[src/rtl/cfg_ram_wr_ctrl_if.sv]
// rtl/cfg_ram_wr_ctrl_if.sv - host command stream and shared config RAM write bus
interface cfg_ram_wr_ctrl_if;
  logic        s_valid;
  logic        s_ready;
  logic [63:0] s_data;
  logic        s_last;
  logic [6:0]  addr_wr;
  logic [7:0]  sram_sel;
  logic        wr_en;
  logic [63:0] din;

  modport master (
    output s_valid, s_data, s_last,
    input  s_ready, addr_wr, sram_sel, wr_en, din
  );

  modport slave (
    input  s_valid, s_data, s_last,
    output s_ready, addr_wr, sram_sel, wr_en, din
  );
endinterface

[src/rtl/cfg_ram_wr_ctrl.sv]
// rtl/cfg_ram_wr_ctrl.sv - decodes header+data bursts into the config RAM write bus
module cfg_ram_wr_ctrl #(
  parameter int NUM_GROUPS     = 4,
  parameter int RAMS_PER_GROUP = 9,
  parameter int MAX_DEPTH      = 128
) (
  input  logic               clk,
  input  logic               rst,
  cfg_ram_wr_ctrl_if.slave   bus,
  output logic               busy,
  output logic               done,
  output logic               err,
  output logic [15:0]        wr_count
);

  typedef enum logic [1:0] {
    ST_IDLE  = 2'd0,
    ST_DATA  = 2'd1,
    ST_DRAIN = 2'd2,
    ST_DONE  = 2'd3
  } state_t;

  state_t      state_q, state_d;
  logic [7:0]  sel_q, sel_d;
  logic [6:0]  addr_q, addr_d;
  logic [6:0]  rem_q, rem_d;
  logic        wr_en_q, wr_en_d;
  logic [63:0] din_q, din_d;
  logic [6:0]  addr_wr_q, addr_wr_d;
  logic [7:0]  sram_sel_q, sram_sel_d;
  logic        err_q, err_d;
  logic [15:0] wr_count_q, wr_count_d;

  logic        s_ready_int;
  logic        accept;
  logic [7:0]  hdr_magic;
  logic [7:0]  hdr_group;
  logic [3:0]  hdr_ram;
  logic [6:0]  hdr_start;
  logic [6:0]  hdr_len;
  logic [8:0]  hdr_end;
  logic [7:0]  hdr_sel;
  logic        hdr_bad;
  logic        unused_hdr_bits;

  assign hdr_magic = bus.s_data[63:56];
  assign hdr_group = bus.s_data[7:0];
  assign hdr_ram   = bus.s_data[11:8];
  assign hdr_start = bus.s_data[18:12];
  assign hdr_len   = bus.s_data[25:19];
  assign unused_hdr_bits = ^bus.s_data[55:26];

  // End address is formed in 9 bits so start+len cannot wrap past the depth check.
  assign hdr_end = {2'b00, hdr_start} + {2'b00, hdr_len} + 9'd1;
  assign hdr_sel = hdr_group * 8'(RAMS_PER_GROUP) + {4'd0, hdr_ram};
  assign hdr_bad = (hdr_magic != 8'hC5)
                || (hdr_group >= 8'(NUM_GROUPS))
                || (hdr_ram >= 4'(RAMS_PER_GROUP))
                || (hdr_end > 9'(MAX_DEPTH))
                || bus.s_last;

  // Ready is withheld while in reset so nothing is accepted in the reset cycle.
  assign s_ready_int = ~rst && (state_q != ST_DONE);
  assign accept      = bus.s_valid && s_ready_int;

  assign bus.s_ready  = s_ready_int;
  assign bus.wr_en    = wr_en_q && ~rst;
  assign bus.din      = din_q;
  assign bus.addr_wr  = addr_wr_q;
  assign bus.sram_sel = sram_sel_q;
  assign busy         = (state_q != ST_IDLE);
  assign done         = (state_q == ST_DONE);
  assign err          = err_q;
  assign wr_count     = wr_count_q;

  // Next-state and write-bus decode; the write is registered so it lands one cycle after acceptance.
  always_comb begin
    state_d    = state_q;
    sel_d      = sel_q;
    addr_d     = addr_q;
    rem_d      = rem_q;
    wr_en_d    = 1'b0;
    din_d      = din_q;
    addr_wr_d  = addr_wr_q;
    sram_sel_d = sram_sel_q;
    err_d      = err_q;
    wr_count_d = wr_count_q;

    case (state_q)
      ST_IDLE: begin
        if (accept) begin
          err_d = 1'b0;
          if (hdr_bad) begin
            err_d   = 1'b1;
            state_d = bus.s_last ? ST_IDLE : ST_DRAIN;
          end else begin
            sel_d   = hdr_sel;
            addr_d  = hdr_start;
            rem_d   = hdr_len;
            state_d = ST_DATA;
          end
        end
      end

      ST_DATA: begin
        if (accept) begin
          wr_en_d    = 1'b1;
          din_d      = bus.s_data;
          addr_wr_d  = addr_q;
          sram_sel_d = sel_q;
          addr_d     = addr_q + 7'd1;
          wr_count_d = wr_count_q + 16'd1;
          if (rem_q == 7'd0) begin
            if (bus.s_last) begin
              state_d = ST_DONE;
            end else begin
              err_d   = 1'b1;
              state_d = ST_DRAIN;
            end
          end else begin
            rem_d = rem_q - 7'd1;
            if (bus.s_last) begin
              err_d   = 1'b1;
              state_d = ST_IDLE;
            end
          end
        end
      end

      ST_DRAIN: begin
        if (accept && bus.s_last) begin
          state_d = ST_IDLE;
        end
      end

      ST_DONE: begin
        state_d = ST_IDLE;
      end

      default: begin
        state_d = ST_IDLE;
      end
    endcase
  end

  // State and output registers with synchronous reset.
  always_ff @(posedge clk) begin
    if (rst) begin
      state_q    <= ST_IDLE;
      sel_q      <= 8'd0;
      addr_q     <= 7'd0;
      rem_q      <= 7'd0;
      wr_en_q    <= 1'b0;
      din_q      <= 64'd0;
      addr_wr_q  <= 7'd0;
      sram_sel_q <= 8'd0;
      err_q      <= 1'b0;
      wr_count_q <= 16'd0;
    end else begin
      state_q    <= state_d;
      sel_q      <= sel_d;
      addr_q     <= addr_d;
      rem_q      <= rem_d;
      wr_en_q    <= wr_en_d;
      din_q      <= din_d;
      addr_wr_q  <= addr_wr_d;
      sram_sel_q <= sram_sel_d;
      err_q      <= err_d;
      wr_count_q <= wr_count_d;
    end
  end

endmodule

[src/flat_wrapper.sv]
// flat-port wrapper written by rule: the top's interface ports become plain ports
module cfg_ram_wr_ctrl_flat 
#(
  parameter int NUM_GROUPS     = 4,
  parameter int RAMS_PER_GROUP = 9,
  parameter int MAX_DEPTH      = 128
)
  (clk, rst, busy, done, err, wr_count, bus_s_valid, bus_s_data, bus_s_last, bus_s_ready, bus_addr_wr, bus_sram_sel, bus_wr_en, bus_din);
  cfg_ram_wr_ctrl_if bus_i ();
  input  logic clk;
  input  logic rst;
  output logic busy;
  output logic done;
  output logic err;
  output logic [15:0] wr_count;
  input wire logic [$bits(bus_i.s_valid)-1:0] bus_s_valid;
  input wire logic [$bits(bus_i.s_data)-1:0] bus_s_data;
  input wire logic [$bits(bus_i.s_last)-1:0] bus_s_last;
  output wire logic [$bits(bus_i.s_ready)-1:0] bus_s_ready;
  output wire logic [$bits(bus_i.addr_wr)-1:0] bus_addr_wr;
  output wire logic [$bits(bus_i.sram_sel)-1:0] bus_sram_sel;
  output wire logic [$bits(bus_i.wr_en)-1:0] bus_wr_en;
  output wire logic [$bits(bus_i.din)-1:0] bus_din;
  assign bus_i.s_valid = bus_s_valid;
  assign bus_i.s_data = bus_s_data;
  assign bus_i.s_last = bus_s_last;
  assign bus_s_ready = bus_i.s_ready;
  assign bus_addr_wr = bus_i.addr_wr;
  assign bus_sram_sel = bus_i.sram_sel;
  assign bus_wr_en = bus_i.wr_en;
  assign bus_din = bus_i.din;
  cfg_ram_wr_ctrl #(.NUM_GROUPS(NUM_GROUPS), .RAMS_PER_GROUP(RAMS_PER_GROUP), .MAX_DEPTH(MAX_DEPTH)) u_core (.clk(clk), .rst(rst), .bus(bus_i), .busy(busy), .done(done), .err(err), .wr_count(wr_count));
endmodule
[config.mk]
export PLATFORM = sky130hd
export DESIGN_NAME = cfg_ram_wr_ctrl_flat
export DESIGN_NICKNAME = d
export VERILOG_FILES = /design/src/rtl/cfg_ram_wr_ctrl_if.sv /design/src/rtl/cfg_ram_wr_ctrl.sv /design/src/flat_wrapper.sv
export SDC_FILE = /design/constraint.sdc
export NUM_CORES = 1
export LEC_CHECK = 0
export BUFFER_PORTS_ARGS = -buffer_cell sky130_fd_sc_hd__buf_2
export CORE_MARGIN = 5
export CORE_UTILIZATION = 55
export DETAILED_ROUTE_END_ITERATION = 16
export PLACE_DENSITY = 0.89
export SLEW_MARGIN = 20
export SYNTH_ARGS = -nofsm -noshare
export SYNTH_HDL_FRONTEND = slang
export SYNTH_SLANG_ARGS = --single-unit
[constraint.sdc]
create_clock -name clk -period 3.6 [get_ports clk]
set_input_delay 0.18 -clock clk [delete_from_list [all_inputs] [get_ports clk]]
set_output_delay 0.18 -clock clk [all_outputs]
set_load 0.02 [all_outputs]
# Word level (Yosys, flattened, before mapping)
# Index checks and enable logic that the tools add are counted.
[classes]
add_sub_neg = 6
n_mul = 1
div_mod_pow = 0
order_cmp = 3
eq_ne = 12
shifts = 0
n_mux = 26
bitwise_logic = 3
n_reduce_logical = 19
[op_table]
columns = ["op", "count"]
rows = [
  ["two-way mux 7 bit", 7],
  ["one-hot mux 7 bit (2 select lines)", 2],
  ["adder 16 x 1 -> 16 bit (second input constant)", 1],
  ["two-way mux 2 bit", 7],
  ["AND reduction 5 bit", 2],
  ["adder 9 x 1 -> 9 bit (second input constant)", 1],
  ["greater-than comparator 9 x 8 -> 1 bit (second input constant)", 1],
  ["adder 7 x 7 -> 8 bit", 1],
  ["adder 8 x 4 -> 8 bit", 1],
  ["greater-or-equal comparator 8 x 3 -> 1 bit (second input constant)", 1],
  ["multiplier 8 x 4 -> 8 bit (second input constant)", 1],
  ["two-way mux 1 bit", 8],
  ["!= test 8 bit (second input constant)", 1],
  ["one-hot mux 2 bit (4 select lines)", 1],
  ["AND reduction 4 bit", 2],
  ["adder 7 x 1 -> 7 bit (second input constant)", 1],
  ["zero test 7 bit", 1],
  ["subtractor 7 x 1 -> 7 bit (second input constant)", 1],
  ["!= test 2 x 1 -> 1 bit (second input constant)", 3],
  ["!= test 2 bit (second input constant)", 3],
  ["equality test 2 bit (second input constant)", 2],
  ["greater-or-equal comparator 4 bit (second input constant)", 1],
  ["logical AND 1 bit", 4],
  ["logical OR 1 bit", 4],
  ["other kinds (10)", 13],
]
[word_totals]
ff_bits = 121
latch_bits = 0
ramBits = 0
romBits = 0
input_bits = 68
output_inout_bits = 100
mem_count = 0

# Longest topological paths before layout
[depth]
depth_word = 8
ltp_mapped = 8
ltp_nobuf = 8

# Least setup slack after synthesis
# No wires, ideal clock.
[synth_timing]
path_type = "input -> register"
start = "input bus_s_data[1]"
end = "register u_core.sel_q[7]"
arrival_time_ps = 1844
required_time_ps = 3455
path_slack_ps = 1612
stages = 8
path_buffers = 0
path_cell_list = "ha_1 > ha_1 > fa_1 > a211oi_1 > o21bai_1 > a21oi_1 > xnor2_1 > a21oi_1"
[synth_via]
elab_chain_len = 7
[synth_rtl]
columns = ["element", "line_no", "source"]
rows = [
  ["from (decl)", "flat_wrapper.sv:17", "input wire logic [$bits(bus_i.s_data)-1:0] bus_s_data;"],
  ["parallel branches: the longest is 7 deep, another holds multiplier 8 x 4 -> 8 bit", "--", ""],
  ["to (signal assigned)", "cfg_ram_wr_ctrl.sv:161", "sel_q <= sel_d;"],
  ["to (decl)", "cfg_ram_wr_ctrl.sv:24", "logic [7:0] sel_q, sel_d;"],
]
# Several ways; the timed one is not identified.
# A chain may end at the register's enable or synchronous reset.

# Worst setup path after layout
[layout_timing]
start = "input bus_s_data[16]"
end = "register u_core.rem_q[1]"
[layout_via]
elab_chain_len = 7
[layout_rtl]
columns = ["element", "line_no", "source"]
rows = [
  ["adder 7 x 7 -> 8 bit", "cfg_ram_wr_ctrl.sv:54", "assign hdr_end = {2'b00, hdr_start} + {2'b00, hdr_len} + 9'd1;"],
  ["adder 9 x 1 -> 9 bit", "cfg_ram_wr_ctrl.sv:54", ""],
  ["greater-than comparator 9 x 8 -> 1 bit", "cfg_ram_wr_ctrl.sv:59", "|| (hdr_end > 9'(MAX_DEPTH))"],
  ["logical OR 1 bit", "cfg_ram_wr_ctrl.sv:59", ""],
  ["logical OR 1 bit", "cfg_ram_wr_ctrl.sv:60", "|| bus.s_last;"],
  ["!= test 2 bit (no source line)", "--", ""],
  ["AND reduction 5 bit (no source line)", "--", ""],
  ["to (signal assigned)", "cfg_ram_wr_ctrl.sv:163", "rem_q <= rem_d;"],
  ["to (decl)", "cfg_ram_wr_ctrl.sv:26", "logic [6:0] rem_q, rem_d;"],
]
# Every way passes these cells.

==> results.py <==
metrics = {
    "outcome": {
        "status": "finished clean",
    },
    "routing": {
        "drcViolationCount": 0,
        "first_iter_violations": 597,
        "wl_per_cell_um": 17.3,
        "antenna_left": 0,
        "wl_um": 17600,
        "vias": 5759,
        "vias_per_cell": 5.66,
        "dr.pass1.iters": 6,
    },
    "yosys": {
        "ys.warnings.count": 0,
        "synthArstFlopShare_pct": 0,
        "ys_types": 58,
        "synth_top_area_cell": "dfxtp_1",
        "ys_seq_elements": 121,
        "avgSynthCellArea_um2": 8.23,
        "synth_area_um2": 5380,
        "yosys.area.top_type_share_pct": 45.1,
        "synth_area_leaders": "dfxtp_1 (45%), nand2_1 (12%), a21oi_1 (9.7%)",
        "synthFlopType": "dfxtp_1",
        "synth-edff-count": 0,
        "postSynthCellCount": 653,
        "synth.net_count": 749,
        "seq_area_frac_synth_pct": 45.1,
    },
    "setup_path": {
        "cp_max_fo": 16,
        "critPathKind": "in2reg",
        "cp-start-kind": "primary input",
        "crit_arrival_ns": 2.90,
        "cp.required_ns": 4.03,
        "worstSetupEndpointType": "flip-flop",
        "reg2reg_from": "u_core.state_q[0]",
        "crit_start": "bus_s_data[16]",
    },
    "clock_network": {
        "insertion_delay_ns": 0.51,
        "cts_buffers": 17,
        "cts.sink_count": 121,
        "cts_tree": "yes",
        "postCtsResizedCells": 0,
        "cts.path.max_buffers": 2,
        "cts_root_buffer": "clkbuf_8",
        "htreeDepth": 4,
        "clkSlewWorstSetupHoldPaths_ns": 0.05,
    },
    "sta": {
        "min_period_over_period_pct": 68.6,
        "rsz0062_at_grt": "false",
        "final-hold-violation-count": 0,
        "tightest_slew_ns": 0.937,
        "max_freq_mhz": 405,
        "skew_ns": 0.0106,
        "slew_violations": 0,
        "period_minus_slack_ns": 2.47,
        "relSlewSlack_pct": 37.5,
        "setup_viol_count_final": 0,
        "finalSetupTns_ns": 0,
        "setup_ws_ns": 1.13,
    },
    "grt": {
        "grt_max_degree": 89,
        "grt_pass1_wl_um": 27500,
        "grt_pass1_vias": 5731,
        "antenna_found_initial": 0,
        "gr-total-overflow": 0,
        "grt.total_usage_pct": 29.5,
    },
    "cells_and_area": {
        "fillers": 660,
        "diodes": 0,
        "drive_above_1_share_pct": 24.2,
        "seqCellArea_um2": 2420,
        "multi_input_area_um2": 2760,
        "area_delta_synth_final_pct": 39.0,
        "final_util_pct": 77.5,
        "nets": 967,
    },
    "power": {
        "power_density_nw_per_um2": 454,
        "power.leakage_uw": 0.00323,
        "peakVddDrop_uv": 377,
    },
    "floorplan": {
        "die_h_um": 109,
        "fp.coreArea_um2": 9640,
        "ios": 168,
        "fp.dieArea_um2": 11900,
        "die_x_um": 109,
        "start_util_pct": 55.8,
        "rows": 36,
    },
    "min_path": {
        "hold_path.class": "in2reg",
        "hp-start": "bus_s_valid",
    },
    "placement": {
        "gp_congestion": 0.929,
        "dp_hpwl_um": 10800,
        "preCtsSetupSlack_ns": 1.28,
        "io_buffers": 167,
    },
    "run": {
        "cap_violations": 0,
    },
}
## worst max-delay path: stages
cell	delay, ns
dlygate4sd3_1	0.54
buf_2	0.15
ha_1	0.31
a211oi_1	0.29
o21a_1	0.25
o2111ai_2	0.43
a21oi_1	0.50
mux2i_1	0.24
## state kept, by name, summed over array words and instances (netlist names)
| signal | count |
|---|---|
| u_core.wr_count | 16 |
| u_core.sel_q | 8 |
| u_core.bus.din | 64 |
| u_core.state_q | 2 |
| u_core.addr_q | 7 |
| u_core.bus.sram_sel | 8 |
| u_core.rem_q | 7 |
| u_core.err | 1 |
| u_core.bus.addr_wr | 7 |
| u_core.wr_en_q | 1 |
## report_power, final
part	switching (µW)	total, µW	internal [µW]
clock	572	1530	963
combinational	265	459	194
sequential	27.2	1400	1370
## timing repair
| action | 4_1_cts | 5_1_grt |
|---|---|---|
| hold endpoints to repair | 65 | 0 |
| setup buffers | 0 | 0 |
| hold buffers | 64 | 0 |
## layer usage
metal | global-route usage (%) | wire length, µm | up-vias
li1 | - | - | 2694
met1 | 33.8 | 6750 | 2694
met2 | 51.8 | 8880 | 327
met3 | 7.22 | 1480 | 44
met4 | 13.0 | 477 | 0
met5 | 0 | 0 | -
## path summary, 6_finish.rpt
path,end,slack (ns),cells after the start
min,u_core.bus.addr_wr[0],0.07,4
max,u_core.rem_q[1],1.13,8
min reg2reg,u_core.bus.din[50],0.45,2
max reg2reg,u_core.rem_q[5],1.29,5
## per-stage QoR
| step | cells | hold slack (ns) | power [µW] | instance area, µm² |
|---|---|---|---|---|
| after CTS | 1017 | 0.0634 | 3380 | 7470 |
| after global placement | 921 | 0.421 | 1790 | 6290 |
| after detailed placement | 921 | 0.429 | 1810 | 6290 |
| after floorplan | 653 | 0.316 | 1670 | 5380 |
| final | 1017 | 0.0750 | 3390 | 7470 |
| after global routing | 1017 | 0.0642 | 3510 | 7470 |
## cell usage after synthesis (2+ instances only)
cell	count
nand2_1	172
dfxtp_1	121
a21oi_1	104
nor2_1	31
clkbuf_1	28
ha_1	27
inv_1	15
xnor2_1	12
o21ai_0	9
xor2_1	9
and3_1	8
nor3_1	8
o21ai_1	8
o32ai_1	8
buf_2	7
a22oi_1	6
nand3_1	6
nand4_1	6
a211oi_1	5
mux2i_1	4
o211ai_1	4
buf_1	3
nor2b_1	3
a211o_1	2
a21o_1	2
a221oi_1	2
a31oi_1	2
and2_1	2
and4_1	2
and4bb_2	2
nor3b_1	2
nor4_1	2
o21a_1	2
o21bai_1	2
o221a_2	2
o22ai_1	2
or3_1	2
## layout make-up
class | instances | area share [%]
well taps | 133 | 2.23
flip-flops and latches | 121 | 32.4
multi-input cells | 478 | 36.9
clock inverters | 8 | 0.938
repair buffers | 237 | 20.4
clock buffers | 24 | 6.30
inverters | 16 | 0.804
## cells by family (layout without fill, tap and decap cells)
family          count (synthesis)  count (layout)  synth area share [%]
compound gates                170             170                  19.3
simple gates                  255             255                  20.9
mux                             4               4                 0.745
buf+inv                        54             285                  3.93
xor+xnor                       21              21                  3.42
fa+ha+maj                      28              28                  6.66
flops                         121             121                  45.1
## layout by cell type, fill, tap and decap left out, types with 3 or more instances in the layout
master / instances
mux2i_1: 4
o211ai_1: 4
clkinv_2: 5
nor3_1: 8
nand2_1: 172
nand4_1: 6
o21ai_0: 9
a22oi_1: 6
inv_1: 15
o21ai_1: 8
xor2_1: 9
xnor2_1: 12
and3_1: 8
o32ai_1: 8
ha_1: 27
a21oi_1: 104
dfxtp_1: 121
buf_2: 166
nor2_1: 31
clkbuf_8: 4
nor2b_1: 3
a211oi_1: 5
buf_4: 7
dlygate4sd3_1: 64
clkbuf_16: 16
nand3_1: 6
clkbuf_1: 4
(Power assumes the default switching activity.)
